`src/rtl/gf180mcu_osu_sc_gp9t3v3_inv_pipe_if.sv`:
```
// Handshake bundle for the elastic inverter pipeline.
// With INV_MASK_EN defined, MASK is carried alongside A.
interface gf180mcu_osu_sc_gp9t3v3_inv_pipe_if #(
  parameter int WIDTH  = 8,
  parameter int STAGES = 2
);
  localparam int OCC_W = $clog2(STAGES + 1);

  logic             A_VALID;
  logic             A_READY;
  logic [WIDTH-1:0] A;
  logic             Y_VALID;
  logic             Y_READY;
  logic [WIDTH-1:0] Y;
  logic [OCC_W-1:0] OCC;
`ifdef INV_MASK_EN
  logic [WIDTH-1:0] MASK;

  modport master (
    output A_VALID, A, Y_READY, MASK,
    input  A_READY, Y_VALID, Y, OCC
  );
  modport slave (
    input  A_VALID, A, Y_READY, MASK,
    output A_READY, Y_VALID, Y, OCC
  );
`else
  modport master (
    output A_VALID, A, Y_READY,
    input  A_READY, Y_VALID, Y, OCC
  );
  modport slave (
    input  A_VALID, A, Y_READY,
    output A_READY, Y_VALID, Y, OCC
  );
`endif
endinterface

```
`src/rtl/gf180mcu_osu_sc_gp9t3v3_inv_pipe.sv`:
```
// WIDTH-bit inverter in a STAGES-deep elastic valid/ready pipeline.
// INV_MASK_EN selects A ^ MASK on entry instead of ~A.
module gf180mcu_osu_sc_gp9t3v3_inv_pipe #(
  parameter int WIDTH  = 8,
  parameter int STAGES = 2,
  localparam int OCC_W = $clog2(STAGES + 1)
) (
  input logic CLK,
  input logic RN,
  gf180mcu_osu_sc_gp9t3v3_inv_pipe_if.slave bus
);

  logic [STAGES-1:0] v;
  logic [WIDTH-1:0]  d    [STAGES];
  logic [STAGES-1:0] rdy;
  logic [STAGES-1:0] up_v;
  logic [WIDTH-1:0]  up_d [STAGES];
  logic [WIDTH-1:0]  mask;
  logic [OCC_W-1:0]  occ;
  logic              in_fire;
  logic              out_fire;

`ifdef INV_MASK_EN
  assign mask = bus.MASK;
`else
  assign mask = '1;
`endif

  // A stage is ready if it or any stage below it is empty, or Y drains.
  for (genvar k = 0; k < STAGES; k++) begin : g_rdy
    assign rdy[k] = bus.Y_READY | ~(&v[STAGES-1:k]);
  end

  always_comb begin
    up_v[0] = bus.A_VALID;
    up_d[0] = bus.A ^ mask;
    for (int k = 1; k < STAGES; k++) begin
      up_v[k] = v[k-1];
      up_d[k] = d[k-1];
    end
  end

  assign in_fire  = bus.A_VALID & rdy[0];
  assign out_fire = v[STAGES-1] & bus.Y_READY;

  always_ff @(posedge CLK or negedge RN) begin
    if (!RN) begin
      v   <= '0;
      occ <= '0;
      for (int k = 0; k < STAGES; k++) d[k] <= '0;
    end else begin
      for (int k = 0; k < STAGES; k++) begin
        if (rdy[k]) begin
          v[k] <= up_v[k];
          if (up_v[k]) d[k] <= up_d[k];
        end
      end
      occ <= occ + OCC_W'(in_fire) - OCC_W'(out_fire);
    end
  end

  assign bus.A_READY = rdy[0];
  assign bus.Y_VALID = v[STAGES-1];
  assign bus.Y       = d[STAGES-1];
  assign bus.OCC     = occ;

endmodule

```
`src/flat_wrapper.sv`:
```
// flat-port wrapper written by rule: the top's interface ports become plain ports
module gf180mcu_osu_sc_gp9t3v3_inv_pipe_flat 
#(
  parameter int WIDTH  = 8,
  parameter int STAGES = 2,
  localparam int OCC_W = $clog2(STAGES + 1)
)
  (CLK, RN, bus_A_VALID, bus_A, bus_Y_READY, bus_A_READY, bus_Y_VALID, bus_Y, bus_OCC);
  gf180mcu_osu_sc_gp9t3v3_inv_pipe_if #(.WIDTH(WIDTH), .STAGES(STAGES)) bus_i ();
  input logic CLK;
  input logic RN;
  input wire logic [$bits(bus_i.A_VALID)-1:0] bus_A_VALID;
  input wire logic [$bits(bus_i.A)-1:0] bus_A;
  input wire logic [$bits(bus_i.Y_READY)-1:0] bus_Y_READY;
  output wire logic [$bits(bus_i.A_READY)-1:0] bus_A_READY;
  output wire logic [$bits(bus_i.Y_VALID)-1:0] bus_Y_VALID;
  output wire logic [$bits(bus_i.Y)-1:0] bus_Y;
  output wire logic [$bits(bus_i.OCC)-1:0] bus_OCC;
  assign bus_i.A_VALID = bus_A_VALID;
  assign bus_i.A = bus_A;
  assign bus_i.Y_READY = bus_Y_READY;
  assign bus_A_READY = bus_i.A_READY;
  assign bus_Y_VALID = bus_i.Y_VALID;
  assign bus_Y = bus_i.Y;
  assign bus_OCC = bus_i.OCC;
  gf180mcu_osu_sc_gp9t3v3_inv_pipe #(.WIDTH(WIDTH), .STAGES(STAGES)) u_core (.CLK(CLK), .RN(RN), .bus(bus_i));
endmodule
```
`config.mk`:
```
export PLATFORM = sky130hd
export DESIGN_NAME = gf180mcu_osu_sc_gp9t3v3_inv_pipe_flat
export DESIGN_NICKNAME = d
export VERILOG_FILES = /design/src/rtl/gf180mcu_osu_sc_gp9t3v3_inv_pipe_if.sv /design/src/rtl/gf180mcu_osu_sc_gp9t3v3_inv_pipe.sv /design/src/flat_wrapper.sv
export SDC_FILE = /design/constraint.sdc
export NUM_CORES = 1
export LEC_CHECK = 0
export BUFFER_PORTS_ARGS = -buffer_cell sky130_fd_sc_hd__buf_2
export CORE_ASPECT_RATIO = 1.5
export CORE_UTILIZATION = 40
export DETAILED_ROUTE_END_ITERATION = 7
export SLEW_MARGIN = 20
export SYNTH_ARGS = -nofsm -noshare
export SYNTH_HDL_FRONTEND = slang
export SYNTH_SLANG_ARGS = --single-unit
```
`constraint.sdc`:
```
create_clock -name CLK -period 1.5 [get_ports CLK]
set_clock_uncertainty 0.05 [all_clocks]
set_input_delay 0.075 -clock CLK [delete_from_list [all_inputs] [get_ports CLK]]
set_output_delay 0.075 -clock CLK [all_outputs]
set_load 0.005 [all_outputs]
```
==> flow_metrics.tcl, run 1 <==
set metrics [dict create \
    status "complete, no violations" \
    synth_top_family_by_area "multiplexers" \
    dieArea_sq_um 2385 \
    yosysMostFrequentCell "dfrtp_1" \
    die_x_microns 40.21 \
    max_freq_mhz 699.6 \
    grtUsageTotal_pct 12.39 \
    area_delta_synth_final_pct 26.71 \
    die_h_microns 59.31 \
    max_slew_margin_pct 72.07 \
    critical_path_arrival_ns 1.61 \
    required_ns 1.68 \
    insertion_delay_ns 0.30 \
    grt_pass1_wl_microns 1911 \
    cts_buffers 3 \
    io_buffers 23 \
    clk_pin_slew_ns 0.11 \
    maxCapViolCount 0 \
    routed_wl_microns 1209 \
    drt_iter0_markers 3 \
    synth_edf_count 0 \
    worstPathMaxFanout 2 \
    htree_levels 1 \
    setup_tns_ns 0 \
    synth_area_per_cell_sq_um 13.27 \
    io_pins 24 \
    tightest_slew_ns 0.4190 \
    yosys.area_share.simple_pct 7.000 \
    synth.area.mux_share_pct 19.43 \
    antenna_found_initial 0 \
    start_kind "flop" \
    synth-main-ff-cell "dfrtp_1" \
    syn_nets 80 \
    min_period_ns 1.429 \
    vias 528 \
    clkSinkCount 20 \
    n_antenna_cell 0 \
    r2r_slack_ns 0.07 \
    async_reset_ff_share_pct 100.0 \
    routabilityCongestion 0.5811 \
    grt_max_degree 21 \
    ys_ff_latch 20 \
    rsz0062_at_grt "no" \
    drive_gt1_share_pct 42.27 \
    drc 0 \
    syn_area_sq_um 875.8 \
    ctsRootBufferMaster "clkbuf_4" \
    synthCells 66 \
    final_nets 112 \
    min_period_over_period_pct 95.29 \
    ys_seq_area_share_pct 57.14 \
    tritoncts "built" \
    rows 20 \
    timing.final.max_slew_violations 0 \
    synthAdderAreaFrac_pct 2.857 \
    path_class "flop to flop" \
    yosys-top-cells-count "dfrtp_1, inv_1, buf_4, mux2_2, mux2i_1" \
    synth-compound-area-share_pct 0 \
    post-dp-hpwl_microns 887.5 \
    grt_pass1_vias 499 \
    finalSetupViolations 0 \
    ys_types 12 \
    hold_class "primary input to flop" \
    clk_path_buf_depth 2 \
    overflow 0 \
    wl_per_cell_microns 10.16 \
    power_uw 1383 \
    drt-vias-per-instance 4.437 \
    leakagePower_uw 0.0005867 \
    hold_viol 0 \
    synth_xor_area_share_pct 2.000 \
    core_area_sq_um 2052 \
    drtAntennaViolNets 0 \
    worst_setup_path_end_kind "flop" \
    start_util_pct 42.68 \
    yosys-top-cells-area "dfrtp_1, mux2_2, mux2i_1" \
    powerDensity_nw_per_um2 1246 \
    dr.pass1.iters 2 \
    post_cts_buffers 0 \
    netlist.area_leader.share_pct 57.14 \
    synth_top_area_cell "dfrtp_1" \
    ys_warn_count 0 \
    ir_worst_vdd_mv 0.5765 \
]
## worst max-delay path, cell delays in order, from the launching register on
cell and delay, ns:
dfrtp_1 0.39, and2_1 0.15, ha_1 0.26, inv_1 0.04, ha_1 0.17, xnor2_1 0.16
xnor2_1 0.13
## final cells by class
type,instances,area (sq um)
sequential,20,500.5
timing repair buffer,35,230.2
clock buffer,4,36.28
multi-input combinational,27,274.0
tap,22,27.53
fill,186,942.2
inverter,11,41.29
## layer usage
layer	track usage [%]	vias to the layer above	part of all wire, %
met4	11.43	0	3.1
met2	17.74	16	46
met5	0	-	0
met3	2.256	4	4.2
li1	-	263	-
met1	14.93	245	47
## power by group
group | total (uW) | internal [uW] | leakage, uW | switching, uW
Clock | 306 | 148 | 0.0000210 | 158
Combinational | 358 | 213 | 0.000335 | 145
Sequential | 718 | 661 | 0.000231 | 57.8
Total | 1380 | 1020 | 0.000587 | 361
## cell usage in the layout, fill, tap and decap left out
master | synthesis | final
nand2b_2 | 1 | 1
nand2b_1 | 2 | 2
dfrtp_1 | 20 | 20
clkbuf_4 | 0 | 3
mux2_2 | 8 | 8
buf_4 | 8 | 2
and2_1 | 1 | 1
nand2_4 | 2 | 2
buf_2 | 0 | 23
dlygate4sd3_1 | 0 | 10
mux2i_1 | 8 | 8
nand3b_2 | 1 | 1
xnor2_1 | 2 | 2
inv_1 | 11 | 11
ha_1 | 2 | 2
clkbuf_8 | 0 | 1
## repair_timing
item / 4_1_cts / 5_1_grt
gates resized for setup: 0 / 0
hold buffers: 10 / 0
endpoints found under the hold margin: 29 / 0
## sequential cells by signal, indices dropped and copies added, names as in the netlist
signal / count
u_core.bus.Y: 8
u_core.v: 2
u_core.bus.OCC: 2
u_core.d: 8
## worst paths after layout
kind | startpoint | endpoint | cells past startpoint
min reg2reg | u_core.bus.Y[7] | u_core.bus.Y[7] | 1
min | bus_Y_READY | u_core.v[1] | 3
max reg2reg | u_core.v[1] | u_core.bus.OCC[1] | 6
max in group asynchronous | RN | u_core.d[11] | 2
max | u_core.v[1] | u_core.bus.OCC[1] | 6
min in group asynchronous | RN | u_core.v[0] | 2
## metrics by stage
| stage | cells | setup WS (ns) | util, % | instance area (sq um) | hold WS (ns) |
|---|---|---|---|---|---|
| after CTS | 119 | 0.04938 | 54.09 | 1110 | 0.04545 |
| after global placement | 105 | 0.1058 | 47.44 | 973.4 | -0.01187 |
| after detailed placement | 105 | 0.07916 | 47.44 | 973.4 | -0.009147 |
| after global routing | 119 | 0.003868 | 54.09 | 1110 | 0.05629 |
| after floorplan | 66 | 0.04734 | - | 875.8 | -0.2706 |
| final | 119 | 0.07067 | 54.09 | 1110 | 0.05406 |
## cell families (layout without fill, tap and decap cells)
| family | after synthesis | after routing |
|---|---|---|
| buf+inv | 19 | 50 |
| fa+ha+maj | 2 | 2 |
| simple gates | 7 | 7 |
| xor+xnor | 2 | 2 |
| flops | 20 | 20 |
| mux | 16 | 16 |
(Power assumes the default switching activity.)
==> inputs of run 2 (changes only) <==
==> constraint.sdc (replaced) <==
create_clock -name CLK -period 1.8 [get_ports CLK]
set_clock_uncertainty 0.05 [all_clocks]
set_input_delay 0.09 -clock CLK [delete_from_list [all_inputs] [get_ports CLK]]
set_output_delay 0.09 -clock CLK [all_outputs]
set_load 0.005 [all_outputs]
==> flow_metrics.tcl, run 2 (synthesis gave the netlist of run 1 again) <==
set metrics [dict create \
    status "complete, no violations" \
    insertion_delay_ns 0.29 \
    cts_buffers 3 \
    io_pins 24 \
    crit_buf_inv 1 \
    dieArea_sq_um 2385 \
    io_buffers 23 \
    tightest_slew_ns 0.4246 \
    die_h_microns 59.31 \
    hold_viol 0 \
    ctsRootBufferMaster "clkbuf_4" \
    slowest_stage "dfrtp_1" \
    grt_pass1_vias 460 \
    powerDensity_nw_per_um2 1014 \
    worst_setup_path_end_kind "flop" \
    leakagePower_uw 0.0005704 \
    min_period_ns 1.510 \
    clk_pin_slew_ns 0.10 \
    post-dp-hpwl_microns 877.2 \
    area_delta_synth_final_pct 23.43 \
    grtUsageTotal_pct 12.15 \
    htree_levels 1 \
    drc 0 \
    rsz0062_at_grt "no" \
    worstPathMaxFanout 4 \
    max_freq_mhz 662.1 \
    wl_per_cell_microns 10.59 \
    core_area_sq_um 2052 \
    grt_pass1_wl_microns 1890 \
    routed_wl_microns 1228 \
    mostFrequentLayoutCell "buf_2" \
    ir_worst_vdd_mv 0.4711 \
    routabilityCongestion 0.5798 \
    grt_max_degree 21 \
    cpPeakStageDelay_ns 0.44 \
    min_period_over_period_pct 83.90 \
    drtAntennaViolNets 0 \
    layout.cells.non_filler 116 \
    final_cell_mix "buf_2, dfrtp_1, inv_1" \
    die_x_microns 40.21 \
    drt-vias-per-instance 4.474 \
    finalSetupViolations 0 \
    start_kind "flop" \
    timing.final.max_slew_violations 0 \
    rows 20 \
    clkSinkCount 20 \
    crit_chain "and2_1, ha_1, inv_1, ha_1, xnor2_1, xnor2_1" \
    required_ns 1.97 \
    maxCapViolCount 0 \
    setup_tns_ns 0 \
    max_slew_margin_pct 71.69 \
    dp.cells 103 \
    final_nets 110 \
    critical_path_arrival_ns 1.68 \
    start_util_pct 42.68 \
    n_antenna_cell 0 \
    clk_path_buf_depth 2 \
    dr.pass1.iters 3 \
    tritoncts "built" \
    path_class "flop to flop" \
    drt_iter0_markers 8 \
    crit_family "flip-flops" \
    antenna_found_initial 0 \
    drive_gt1_share_pct 40.43 \
    hold_class "primary input to flop" \
    overflow 0 \
    vias 519 \
]
[run 2: final cells by class]
cell class / count / area, sq um
Inverter: 11 / 41.29
Fill cell: 183 / 970.9
Timing Repair Buffer: 33 / 215.2
Sequential cell: 20 / 500.5
Clock buffer: 3 / 22.52
Multi-Input combinational cell: 27 / 274.0
Tap cell: 22 / 27.53
[run 2: per-layer routing]
layer | share of wire [%] | global-route usage (%) | vias to the layer above
met1 | 46 | 15.10 | 248
li1 | - | - | 255
met2 | 47 | 17.51 | 14
met4 | 1.5 | 10.00 | 0
met5 | 0 | 0 | -
met3 | 5.5 | 2.256 | 2
[run 2: worst reg2reg max path, cell delays in order (launching register included)]
cell     delay (ns)
dfrtp_1        0.44
and2_1         0.18
ha_1           0.26
inv_1          0.04
ha_1           0.18
xnor2_1        0.17
xnor2_1        0.13
[run 2: timing repair]
action                                 in CTS  in global routing
buffers inserted                            0                  0
endpoints found under the hold margin      29                  0
gates resized for setup                     0                  0
hold buffers                               10                  0
[run 2: worst paths after layout]
check,startpoint,endpoint,slack (ns),cells past startpoint
max,u_core.v[1],u_core.bus.OCC[1],0.29,6
min,bus_Y_READY,u_core.v[1],0.08,3
max reg2reg,u_core.v[1],u_core.bus.OCC[1],0.29,6
min reg2reg,u_core.bus.Y[6],u_core.bus.Y[6],0.46,1
max in group asynchronous,RN,u_core.d[9],1.20,2
min in group asynchronous,RN,u_core.bus.OCC[1],0.20,2
[run 2: report_power, final]
| group | internal, uW | switching (uW) |
|---|---|---|
| Clock | 77.8 | 124 |
| Sequential | 551 | 50.4 |
| Combinational | 174 | 120 |
| Total | 802 | 294 |
[run 2: stage by stage]
step           total power, uW  area [sq um]  hold WS (ns)  setup WS, ns  util (%)
2_1_floorplan            838.1         875.8       -0.2556        0.3473         -
6_report                  1096          1081       0.08166        0.2897     52.68
4_1_cts                   1115          1081       0.07480        0.2649     52.68
5_1_grt                   1171          1081       0.08023        0.2055     52.68
3_3_place_gp             882.9         958.4     0.0005711        0.3417     46.71
3_5_place_dp             897.6         958.4      0.007299        0.2868     46.71
